`src/rtl/apb_master_multi.sv`:
```
// APB master bridge: one valid/ready request in, one APB transfer out to one of
// NUM_SLAVES completers selected by address region. Reports slave errors,
// decode errors and PREADY timeouts on a one-cycle response pulse.
module apb_master_multi #(
    parameter int ADDR_W      = 32,
    parameter int DATA_W      = 32,
    parameter int NUM_SLAVES  = 4,
    parameter int REGION_BITS = 12,
    parameter int TIMEOUT     = 16
) (
    input  logic                         PCLK,
    input  logic                         PRESET,
    input  logic                         req_valid,
    output logic                         req_ready,
    input  logic                         req_write,
    input  logic [ADDR_W-1:0]            req_addr,
    input  logic [DATA_W-1:0]            req_wdata,
    input  logic [DATA_W/8-1:0]          req_strb,
    output logic                         rsp_valid,
    output logic [DATA_W-1:0]            rsp_rdata,
    output logic                         rsp_err,
    output logic [NUM_SLAVES-1:0]        PSEL,
    output logic                         PENABLE,
    output logic                         PWRITE,
    output logic [ADDR_W-1:0]            PADDR,
    output logic [DATA_W-1:0]            PWDATA,
    output logic [DATA_W/8-1:0]          PSTRB,
    input  logic [NUM_SLAVES*DATA_W-1:0] PRDATA,
    input  logic [NUM_SLAVES-1:0]        PREADY,
    input  logic [NUM_SLAVES-1:0]        PSLVERR
);

    localparam int STRB_W = DATA_W / 8;
    localparam int IDX_W  = (NUM_SLAVES > 1) ? $clog2(NUM_SLAVES) : 1;
    localparam int CNT_W  = (TIMEOUT > 0) ? $clog2(TIMEOUT + 1) : 1;

    typedef enum logic [1:0] {
        ST_IDLE,
        ST_SETUP,
        ST_ACCESS,
        ST_RESP
    } state_t;

    state_t              state_q, state_d;
    logic [ADDR_W-1:0]   paddr_q, paddr_d;
    logic [DATA_W-1:0]   pwdata_q, pwdata_d;
    logic [STRB_W-1:0]   pstrb_q, pstrb_d;
    logic                pwrite_q, pwrite_d;
    logic [IDX_W-1:0]    idx_q, idx_d;
    logic [CNT_W-1:0]    cnt_q, cnt_d;
    logic [DATA_W-1:0]   rdata_q, rdata_d;
    logic                err_q, err_d;

    logic [ADDR_W-1:0]   req_region;
    logic                sel_ready;
    logic                sel_err;
    logic [DATA_W-1:0]   sel_rdata;
    logic                timeout_hit;

    assign req_region  = req_addr >> REGION_BITS;
    assign sel_ready   = PREADY[idx_q];
    assign sel_err     = PSLVERR[idx_q];
    assign sel_rdata   = PRDATA[idx_q*DATA_W +: DATA_W];
    assign timeout_hit = (TIMEOUT != 0) && (cnt_q == CNT_W'(TIMEOUT));

    // Decoded from state so PSEL/PENABLE fall as soon as PRESET clears the state.
    assign req_ready = (state_q == ST_IDLE) && !PRESET;
    assign rsp_valid = (state_q == ST_RESP);
    assign PENABLE   = (state_q == ST_ACCESS);
    assign PSEL      = ((state_q == ST_SETUP) || (state_q == ST_ACCESS))
                       ? (NUM_SLAVES'(1) << idx_q) : '0;
    assign PADDR     = paddr_q;
    assign PWDATA    = pwdata_q;
    assign PSTRB     = pstrb_q;
    assign PWRITE    = pwrite_q;
    assign rsp_rdata = rdata_q;
    assign rsp_err   = err_q;

    // State, captured request and held response registers.
    always_ff @(posedge PCLK or posedge PRESET) begin
        if (PRESET) begin
            state_q  <= ST_IDLE;
            paddr_q  <= '0;
            pwdata_q <= '0;
            pstrb_q  <= '0;
            pwrite_q <= 1'b0;
            idx_q    <= '0;
            cnt_q    <= '0;
            rdata_q  <= '0;
            err_q    <= 1'b0;
        end else begin
            state_q  <= state_d;
            paddr_q  <= paddr_d;
            pwdata_q <= pwdata_d;
            pstrb_q  <= pstrb_d;
            pwrite_q <= pwrite_d;
            idx_q    <= idx_d;
            cnt_q    <= cnt_d;
            rdata_q  <= rdata_d;
            err_q    <= err_d;
        end
    end

    // Next-state: accept and decode in IDLE, wait for PREADY or timeout in ACCESS.
    always_comb begin
        state_d  = state_q;
        paddr_d  = paddr_q;
        pwdata_d = pwdata_q;
        pstrb_d  = pstrb_q;
        pwrite_d = pwrite_q;
        idx_d    = idx_q;
        cnt_d    = cnt_q;
        rdata_d  = rdata_q;
        err_d    = err_q;
        case (state_q)
            ST_IDLE: begin
                if (req_valid) begin
                    paddr_d  = req_addr;
                    pwdata_d = req_wdata;
                    pstrb_d  = req_write ? req_strb : '0;
                    pwrite_d = req_write;
                    idx_d    = req_region[IDX_W-1:0];
                    if (req_region < ADDR_W'(NUM_SLAVES)) begin
                        state_d = ST_SETUP;
                    end else begin
                        rdata_d = '0;
                        err_d   = 1'b1;
                        state_d = ST_RESP;
                    end
                end
            end
            ST_SETUP: begin
                cnt_d   = CNT_W'(1);
                state_d = ST_ACCESS;
            end
            ST_ACCESS: begin
                if (sel_ready) begin
                    rdata_d = pwrite_q ? '0 : sel_rdata;
                    err_d   = sel_err;
                    state_d = ST_RESP;
                end else if (timeout_hit) begin
                    rdata_d = '0;
                    err_d   = 1'b1;
                    state_d = ST_RESP;
                end else begin
                    cnt_d = cnt_q + CNT_W'(1);
                end
            end
            default: begin
                state_d = ST_IDLE;
            end
        endcase
    end

endmodule

```
`config.mk`:
```
export PLATFORM = sky130hd
export DESIGN_NAME = apb_master_multi
export DESIGN_NICKNAME = d
export VERILOG_FILES = /design/src/rtl/apb_master_multi.sv
export SDC_FILE = /design/constraint.sdc
export NUM_CORES = 1
export LEC_CHECK = 0
export BUFFER_PORTS_ARGS = -buffer_cell sky130_fd_sc_hd__buf_4
export CORE_MARGIN = 4
export CORE_UTILIZATION = 40
export DETAILED_ROUTE_END_ITERATION = 10
export GPL_ROUTABILITY_DRIVEN = 1
export HOLD_SLACK_MARGIN = 0.1
export MAX_ROUTING_LAYER = met4
export PLACE_DENSITY = 0.77
export SLEW_MARGIN = 20
export SYNTH_ARGS = -nofsm -noshare
export SYNTH_HDL_FRONTEND = slang
export SYNTH_SLANG_ARGS = --single-unit
```
`constraint.sdc`:
```
create_clock -name PCLK -period 4.3 [get_ports PCLK]
set_clock_uncertainty 0.1 [all_clocks]
set_input_delay 1.29 -clock PCLK [delete_from_list [all_inputs] [get_ports PCLK]]
set_output_delay 1.29 -clock PCLK [all_outputs]
set_load 0.01 [all_outputs]
```
==> reports/qor.yml, run 1 <==
cells_and_area:
  drive_above_1_share_pct: 64.0
  n_antenna_cell: 0
  nFillCells: 1058
  regArea_mm2: 0.00273
  area_growth_syn_to_layout_pct: 52.5
  fin_nets: 895
  multiInputGateArea_mm2: 0.00251
route:
  num_vias: 4421
  drc_errors: 0
  firstDrtPassIters: 4
  avgViaCountPerCell: 5.13
  route.antenna.remaining_nets: 0
  wl_per_cell_um: 19.3
  drt_wl_total_um: 16600
  drtIter0Drc: 132
run:
  cap_violations: 0
grt:
  antenna_found_initial: 0
  grt_pass1_vias: 4643
  grt_max_degree: 110
  grt_use_total_pct: 21.0
  grt_pass1_wl_um: 23900
  grt-ovfl-total: 0
placed_design:
  port_buffers: 316
  detailed_place_hpwl_um: 13100
  gp_congestion: 0.769
  pre_cts_ws_ns: 0.765
timing:
  tns_ns: 0
  hold_violations: 0
  min_period_ns: 3.21
  rsz0062_at_grt: "no"
  relSlewSlack_pct: 40.6
  fmax_mhz: 311
  final.period_utilization_pct: 74.7
  worst_pin_slew_ns: 0.890
  drv_slew: 0
  setup_slack_ns: 1.09
  setup_viol: 0
yosys:
  ys_warn_count: 0
  ys_seq_elements: 109
  ys_seq_area_share_pct: 50.7
  yosysUniqueCellTypes: 34
  synth_cells: 372
  syn_area_per_cell_um2: 14.5
  syn_area_mm2: 0.00538
  syn_nets: 586
clocking:
  clockBufferDepth: 2
  clock_insertion_delay_worst_skew_ns: 0.34
  cts_sinks: 109
  clk_pin_slew_ns: 0.07
  root_buffer: "clkbuf_16"
  cts_resized: 0
  cts_tree: "yes"
  htree_levels: 3
  numCtsBuffers: 9
  ctsHoldBuffers: 0
  cts_setup_buffers: 0
pwr:
  power_mw: 5.48
  p_leak_nw: 4.03
  peakVddDrop_mv: 0.419
  cellPowerDensity_mw_per_mm2: 667
worst_setup_path:
  critPathMaxFanout: 8
  worstPathCellList: "inv_1 > ha_1 > inv_1 > nor3b_1 > buf_4"
  reg2reg_depth: 7
  slowest_delay_ns: 0.43
  critPathCaptureType: "output port"
  path_delay_family: "adder cells"
  crit_buf_inv: 3
  cp-start-kind: "register"
  cp_data_arrival_time_ns: 1.82
  crit_start: "state_q[0]"
  required_ns: 2.91
  regToRegEndpoint: "rsp_rdata[4]"
  path_depth: 5
  cpMaxStageDelayCell: "ha_1"
  endpoint: "PSEL[1]"
  reg2reg_setup_slack_ns: 1.76
  crit_top_cell: "inv_1"
  regToRegStartpoint: "cnt_q[0]"
  path_class: "reg -> out"
floorplanning:
  rows: 42
  die_area_mm2: 0.0154
  initial_core_util_pct: 40.8
  io_pins: 317
  die_w_um: 124
  die_h_um: 124
  coreArea_mm2: 0.0132
hold_path:
  hold_class: "reg -> reg"
outcome:
  status: "finished clean"
stage by stage:
stage               hold WS, ns  utilization [%]  area [µm²]  cells
finish                    0.395             62.3        8210    862
global route              0.416             62.3        8210    862
CTS                       0.399             62.3        8210    862
detailed placement        0.383             60.1        7920    846
global placement          0.372             60.1        7920    846
floorplan                 0.390                -        5380    372
power breakdown:
part	switching [mW]	internal, mW	total (mW)
Clock	0.376	0.457	0.833
Combinational	1.25	1.59	2.84
Sequential	0.292	1.51	1.80
registers in the layout, indices dropped and copies added, names as in the netlist:
| name | count |
|---|---|
| PADDR | 32 |
| PWDATA | 32 |
| cnt_q | 5 |
| PSTRB | 4 |
| state_q | 2 |
| rsp_rdata | 32 |
| rsp_err | 1 |
| PWRITE | 1 |
metal layers:
metal	global-route usage (%)	up-vias	wire, µm
met5	-	-	0
met4	8.01	0	408
met3	5.95	25	1690
met2	35.5	217	8370
met1	23.8	2194	6150
li1	-	1985	-
worst min-delay path by stage:
stage / from / to / cells past startpoint
finish: rsp_rdata[8] / rsp_rdata[8] / 1
global route: rsp_err / rsp_err / 1
CTS: rsp_rdata[8] / rsp_rdata[8] / 1
detailed placement: rsp_rdata[8] / rsp_rdata[8] / 1
global placement: PSTRB[3] / PSTRB[3] / 2
floorplan: cnt_q[4] / cnt_q[4] / 1
kinds of logic after synthesis:
| group | after synthesis | synth area share, % |
|---|---|---|
| adder cells (fa/ha/maj) | 6 | 1.39 |
| buffers and inverters | 33 | 2.86 |
| multiplexers | 135 | 35.1 |
| AND/OR/NAND/NOR | 72 | 7.85 |
| flip-flops | 109 | 50.7 |
| AO/OA/AOI/OAI | 17 | 2.16 |
cells in the final DEF (no fill, tap or decap), types with 3 or more instances in the layout:
cell,synthesis,final
ha_1,6,6
inv_1,9,8
nor3_1,3,3
nor2_1,6,6
mux2_1,33,33
nand3b_1,3,3
dfrtp_1,109,108
mux2i_1,3,3
mux4_2,33,33
or4_1,4,4
o21ai_0,6,6
clkbuf_1,15,3
nor2b_1,33,33
mux2_2,66,66
clkbuf_16,0,9
buf_4,1,321
nand2_1,13,12
cell usage after synthesis (all sizes together):
cell type    n  area share, %
nor2         6           0.42
buf          9            1.2
nor2b       33            3.8
o22a         1           0.16
nand3        2           0.19
or4          4           0.56
a21oi        1          0.093
nor4b        1           0.16
clkbuf      15            1.0
and3b        1           0.16
mux4        33             14
and3         2           0.23
o311ai       2           0.33
nand3b       3           0.42
o21a         1           0.14
dfrtp      109             51
nor3         3           0.28
nor4bb       1           0.19
inv          9           0.63
nand2       13           0.91
nor4         1           0.23
nor3b        2           0.28
ha           6            1.4
a311o        2           0.37
o21ai        8           0.74
a22o         1           0.16
mux2        99             21
mux2i        3           0.56
o2bb2ai      1           0.16
final cells by class:
class / instances / share of cell area (%)
clock buffers: 12 / 2.88
clock inverters: 4 / 0.670
inverters: 9 / 0.442
multi-input cells: 230 / 30.5
flip-flops and latches: 109 / 33.2
well taps: 176 / 2.68
repair buffers: 322 / 29.6
Note: power is estimated with default switching activity, not from simulation.
==> run 2, diff against run 1 <==
- ABC_AREA: default -> 1
- CORE_UTILIZATION: 40 -> 41
- clock period: 4.3 -> 2.8 ns (I/O delays scaled with it)
==> run 2 against run 1 <==
Sequential share of layout area shrank 1.7 points; utilization shrank 0.094 points; combinational power grew 60%; hold slack lost 0.013 ns.
==> reports/qor.yml, run 2 <==
outcome:
  status: "finished clean"
clocking:
  cts_tree: "yes"
  clockBufferDepth: 2  # unchanged
  clock_insertion_delay_worst_skew_ns: 0.34  # about the same
  numCtsBuffers: 9  # unchanged
  cts_sinks: 109  # unchanged
  htree_levels: 3  # unchanged
  root_buffer: "clkbuf_16"
  clk_pin_slew_ns: 0.07  # about the same
  cts_setup_buffers: 0  # unchanged
  cts_resized: 0  # unchanged
  ctsHoldBuffers: 0  # unchanged
yosys:
  synth_top_family_by_area: "simple AND/OR/NAND/NOR gates"
  yosysTopAreaCell: "dfrtp_1"
  ys_async_sr_fraction_pct: 100  # unchanged
  synth_fa_ha_area_share_pct: 1.29  # -0.11 points
  synth_compound_area_share_pct: 5.96  # +3.8 points
  syn_nets: 1031  # +76%
  yosysUniqueCellTypes: 23  # -32%
  synthMuxAreaShare_pct: 0  # -35 points
  synthTopCellsByCount: "nand2_1, dfrtp_1, inv_1"
  yosysMostFrequentCell: "nand2_1"
  yosys.area.top_type_share_pct: 46.7  # -3.9 points
  synth_ff_type: "dfrtp_1"
  ys_warn_count: 0  # unchanged
  synthTopCellsByArea: "dfrtp_1, nand2_1, o21bai_1"
  ys_seq_elements: 109  # unchanged
  synth-xor-area-share_pct: 0.450  # +0.45 points
  synth_edf_count: 0  # unchanged
  syn_area_per_cell_um2: 7.14  # -51%
  synthSimpleGateAreaFrac_pct: 38.1  # +30 points
  synth_cells: 817  # +120%
  ys_seq_area_share_pct: 46.7  # -3.9 points
  syn_area_mm2: 0.00584  # +8.4%
grt:
  grt_max_degree: 77  # -30%
  grt-ovfl-total: 0  # unchanged
  grt_pass1_vias: 6025  # +30%
  grt_use_total_pct: 24.5  # +3.5 points
  grt_pass1_wl_um: 30700  # +28%
  antenna_found_initial: 0  # unchanged
worst_setup_path:
  cp-start-kind: "register"
  path_class: "reg -> out"
  critPathMaxFanout: 5  # -3
  reg2reg_depth: 9  # +2
  critPathCaptureType: "output port"
  cp_data_arrival_time_ns: 1.55  # -0.27 ns
  required_ns: 1.86  # -1.05 ns
placed_design:
  detailed_place_hpwl_um: 15200  # +16%
  post-place-cells: 1283  # +52%
  port_buffers: 316  # unchanged
  gp_congestion: 0.878  # +14%
timing:
  fmax_mhz: 401
  tns_ns: 0  # unchanged
  min_period_ns: 2.49
  drv_slew: 0  # unchanged
  final.period_utilization_pct: 89.0
  setup_viol: 0  # unchanged
  worst_pin_slew_ns: 0.725  # -0.165 ns
  rsz0062_at_grt: "no"
  relSlewSlack_pct: 51.7  # +11 points
  hold_violations: 0  # unchanged
pwr:
  intPower_mw: 4.82  # +35%
  seq_power_share_pct: 31.1  # -1.8 points
  power.share.switching_pct: 43.4  # +8.4 points
  cellPowerDensity_mw_per_mm2: 983  # +47%
  p_sw_mw: 3.70  # +93%
  peakVddDrop_mv: 0.398  # -5.1%
  clkPwrFrac_pct: 15.7  # +0.5 points
  p_leak_nw: 4.86  # +21%
  p_comb_share_pct: 53.3  # +1.4 points
cells_and_area:
  stdcell_count: 1299  # +51%
  fin_nets: 1328  # +48%
  final_common_cell: "nand2_1"
  nFillCells: 1315  # +24%
  drive_above_1_share_pct: 32.3  # -32 points
  area_growth_syn_to_layout_pct: 48.5
  final_cell_mix: "nand2_1, buf_4, dfrtp_1"
  n_antenna_cell: 0  # unchanged
  regArea_mm2: 0.00273  # about the same
  multiInputGateArea_mm2: 0.00268  # +6.7%
route:
  firstDrtPassIters: 4  # unchanged
  drt_wl_total_um: 19500  # +17%
  num_vias: 6134  # +39%
  drtIter0Drc: 376  # +180%
  wl_per_cell_um: 15.0  # -22%
  route.antenna.remaining_nets: 0  # unchanged
  avgViaCountPerCell: 4.72  # -7.9%
  drc_errors: 0  # unchanged
run:
  cap_violations: 0  # unchanged
hold_path:
  min_path_cells: 2  # +1
  hold_class: "reg -> reg"
floorplanning:
  die_h_um: 127  # +2.6%
  initial_core_util_pct: 41.9  # +1.1 points
  die_area_mm2: 0.0162  # +5.4%
  io_pins: 317  # unchanged
  coreArea_mm2: 0.0139  # +5.6%
  die_w_um: 127  # +2.6%
  rows: 43  # +2.4%
-- run 2: cell count changes in the layout (fill, tap and decap cells not counted), moves of 5 or more --
cell / before / now
buf_4: 321 / 326
inv_1: 8 / 51
mux2_1: 33 / 0
mux2_2: 66 / 0
mux4_2: 33 / 0
nand2_1: 12 / 443
nand3_1: 2 / 8
nand4_1: 0 / 33
nor2_1: 6 / 49
nor2b_1: 33 / 0
o21ai_0: 6 / 19
o21bai_1: 0 / 33
-- run 2: power by group through the flow --
| stage | logic (mW) | registers, mW | clock network [mW] |
|---|---|---|---|
| 4_1_cts | 4.62 | 2.65 | 1.36 |
| 5_1_grt | 5.06 | 2.73 | 1.43 |
| 3_3_place_gp | 4.55 | 2.64 | 0 |
| 2_1_floorplan | 2.43 | 2.87 | 0 |
| 3_5_place_dp | 4.60 | 2.67 | 0 |
| 6_report | 4.53 | 2.64 | 1.34 |
-- run 2: stage by stage --
stage / total power, mW / utilization, % / hold WS (ns) / instance area, µm² / setup WS, ns
2_1_floorplan: 5.29 / - / 0.396 / 5840 / 0.545
3_3_place_gp: 7.19 / 59.9 / 0.362 / 8350 / 0.421
3_5_place_dp: 7.27 / 59.9 / 0.366 / 8350 / 0.382
4_1_cts: 8.63 / 62.2 / 0.386 / 8660 / 0.273
5_1_grt: 9.22 / 62.2 / 0.402 / 8660 / 0.141
6_report: 8.51 / 62.2 / 0.382 / 8660 / 0.308
-- run 2: per-layer routing --
layer  track usage (%)  wire [µm]  up-vias
met5                 -          0        -
met4              8.71        488        0
met3              5.56       1560       29
met2              40.4       9630      255
met1              29.4       7800     2747
li1                  -          -     3103
-- run 2: final cells by class --
cell class                      count  share of cell area (%)
Sequential cell                   109                    31.5
Inverter                           56                    2.47
Clock buffer                        9                    2.60
Tap cell                          180                    2.60
Timing Repair Buffer              329                    28.9
Multi-Input combinational cell    609                    30.9
Clock inverter                      7                    1.03
-- run 2: logic make-up after synthesis --
| family | Yosys count |
|---|---|
| buffers and inverters | 99 |
| AND/OR/NAND/NOR | 547 |
| XOR/XNOR | 3 |
| AO/OA/AOI/OAI | 53 |
| adder cells (fa/ha/maj) | 6 |
| flip-flops | 109 |
-- run 2: worst paths after layout --
kind | from | end | slack [ns]
worst max-delay path | state_q[0] | PSEL[0] | 0.31
worst min-delay path | PADDR[22] | PADDR[22] | 0.38
worst max register to register | state_q[0] | rsp_rdata[11] | 0.66
min in group asynchronous | PRESET | cnt_q[2] | 0.48
worst min register to register | PADDR[22] | PADDR[22] | 0.38
max in group asynchronous | PRESET | PWDATA[29] | 1.75
-- run 2: worst max-delay path, cell delays in order (launching register included) --
cell and delay (ns):
dfrtp_1 0.41, inv_1 0.08, ha_1 0.29, inv_1 0.10
nor3_1 0.16, buf_4 0.16
==> run 3, diff against run 2 <==
- CORE_ASPECT_RATIO: default -> 0.6
- CORE_MARGIN: 4 -> default
==> run 3 against run 2 <==
Cell count grew 0.92%; non-clock buffer count is the same; sequential share of layout area is essentially flat; critical endpoint is now PSEL[1]; largest power group unchanged; highest routed layer unchanged.
==> reports/qor.yml, run 3 (synthesized netlist as in run 2, its figures left out) <==
floorplanning:
  die_h_um: 94.4  # -26%
  coreArea_mm2: 0.0138  # -1.0%
  rows: 33  # -23%
  die_w_um: 156  # +23%
  die_area_mm2: 0.0147  # -9.1%
  io_pins: 317  # unchanged
  initial_core_util_pct: 42.3  # +0.44 points
cells_and_area:
  fin_nets: 1328  # unchanged
  multiInputGateArea_mm2: 0.00268  # unchanged
  final_cell_mix: "nand2_1, buf_4, dfrtp_1"
  drive_above_1_share_pct: 32.2  # -0.089 points
  stdcell_count: 1311  # +0.92%
  n_antenna_cell: 0  # unchanged
  area_growth_syn_to_layout_pct: 48.5  # about the same
  nFillCells: 1292  # -1.7%
  regArea_mm2: 0.00273  # unchanged
  final_common_cell: "nand2_1"
route:
  route.antenna.remaining_nets: 0  # unchanged
  wl_per_cell_um: 14.0  # -6.4%
  drt_wl_total_um: 18400  # -5.6%
  drtIter0Drc: 350  # -6.9%
  avgViaCountPerCell: 4.67  # -1.1%
  firstDrtPassIters: 5  # +1
  num_vias: 6125  # -0.15%
  drc_errors: 0  # unchanged
worst_setup_path:
  crit_buf_inv: 3  # unchanged
  cp_data_arrival_time_ns: 1.59  # +0.04 ns
  regToRegStartpoint: "state_q[0]"
  critPathMaxFanout: 5  # unchanged
  worstPathCellList: "inv_1 > ha_1 > inv_1 > nor3_1 > buf_4"
  crit_top_cell: "inv_1"
  cpMaxStageDelayCell: "dfrtp_1"
  critPathCaptureType: "output port"
  path_class: "reg -> out"
  reg2reg_depth: 9  # unchanged
  regToRegEndpoint: "rsp_rdata[13]"
  cp-start-kind: "register"
  required_ns: 1.86  # about the same
  reg2reg_setup_slack_ns: 0.74  # +0.08 ns
  path_delay_family: "flip-flops"
  slowest_delay_ns: 0.43  # +0.02 ns
timing:
  min_period_ns: 2.53  # +0.0365 ns
  tns_ns: 0  # unchanged
  fmax_mhz: 395  # -1.4%
  drv_slew: 0  # unchanged
  hold_violations: 0  # unchanged
  rsz0062_at_grt: "no"
  relSlewSlack_pct: 50.0  # -1.7 points
  setup_viol: 0  # unchanged
  worst_pin_slew_ns: 0.749  # +0.0240 ns
  final.period_utilization_pct: 90.3  # +1.3 points
clocking:
  ctsHoldBuffers: 0  # unchanged
  cts_setup_buffers: 0  # unchanged
  cts_tree: "yes"
  clockBufferDepth: 2  # unchanged
  cts_resized: 0  # unchanged
  clk_pin_slew_ns: 0.07  # about the same
  cts_sinks: 109  # unchanged
  numCtsBuffers: 9  # unchanged
  clock_insertion_delay_worst_skew_ns: 0.34  # about the same
  htree_levels: 3  # unchanged
  root_buffer: "clkbuf_16"
placed_design:
  detailed_place_hpwl_um: 14200  # -6.9%
  gp_congestion: 0.857  # -2.4%
  post-place-cells: 1295  # +0.94%
  port_buffers: 316  # unchanged
grt:
  grt_pass1_wl_um: 29100  # -5.2%
  grt_use_total_pct: 26.2  # +1.7 points
  grt-ovfl-total: 0  # unchanged
  grt_max_degree: 77  # unchanged
  antenna_found_initial: 0  # unchanged
  grt_pass1_vias: 5708  # -5.3%
outcome:
  status: "finished clean"
run:
  cap_violations: 0  # unchanged
hold_path:
  min_path_cells: 2  # unchanged
  hold_class: "reg -> reg"
  hold_start: "PWDATA[14]"
  min_to: "PWDATA[14]"
pwr:
  peakVddDrop_mv: 0.603  # +52%
  p_leak_nw: 4.85  # -0.31%
  cellPowerDensity_mw_per_mm2: 968  # -1.5%
-- run 3: cell count changes in the layout (fill, tap and decap cells not counted), sizes merged --
cell	delta
bufinv	-1
inv	-3
clkinvlp	+1
clkbuf	+1
clkinv	+2
-- run 3: power by group --
group / leakage [nW] / internal (mW) / switching (mW)
registers: 1.41 / 2.22 / 0.432
logic: 3.31 / 1.88 / 2.64
clock network: 0.134 / 0.622 / 0.603
-- run 3: per-stage QoR --
stage	setup WS [ns]	power (mW)	hold WS [ns]	utilization, %	area, µm²
detailed placement	0.437	7.22	0.369	60.7	8380
floorplan	0.545	5.29	0.396	-	5840
global route	0.132	9.13	0.407	62.8	8670
global placement	0.466	7.15	0.364	60.7	8380
finish	0.271	8.39	0.385	62.8	8670
CTS	0.253	8.47	0.387	62.8	8670
-- run 3: worst register-to-register path, stage by stage, from the launching register on --
cell      delay, ns
dfrtp_1        0.42
inv_1          0.09
ha_1           0.26
inv_1          0.18
a21oi_1        0.18
nand2_2        0.10
nand3_4        0.10
buf_4          0.35
o21bai_1       0.13
nand2_1        0.08
-- run 3: per-layer routing --
layer	share of wire (%)	wire length (µm)	track usage [%]	vias to the layer above
met4	0.65	119	4.58	0
met3	5.2	960	4.64	10
met2	46	8540	39.5	200
met5	0	0	-	-
met1	48	8770	37.2	2818
li1	-	-	-	3097
-- run 3: layout make-up --
type	instances	area share, %
Tap cell	192	2.77
Multi-Input combinational cell	609	30.9
Timing Repair Buffer	329	29.1
Sequential cell	109	31.5
Inverter	56	2.47
Clock inverter	6	0.693
Clock buffer	10	2.64
-- run 3: worst max-delay path by stage --
stage | cells past startpoint | from | end
detailed placement | 9 | req_addr[16] | rsp_rdata[13]
global placement | 9 | req_addr[16] | rsp_rdata[10]
global route | 5 | state_q[0] | PSEL[1]
finish | 5 | state_q[1] | PSEL[1]
floorplan | 1 | PRESET | PADDR[0]
CTS | 5 | state_q[0] | PSEL[1]
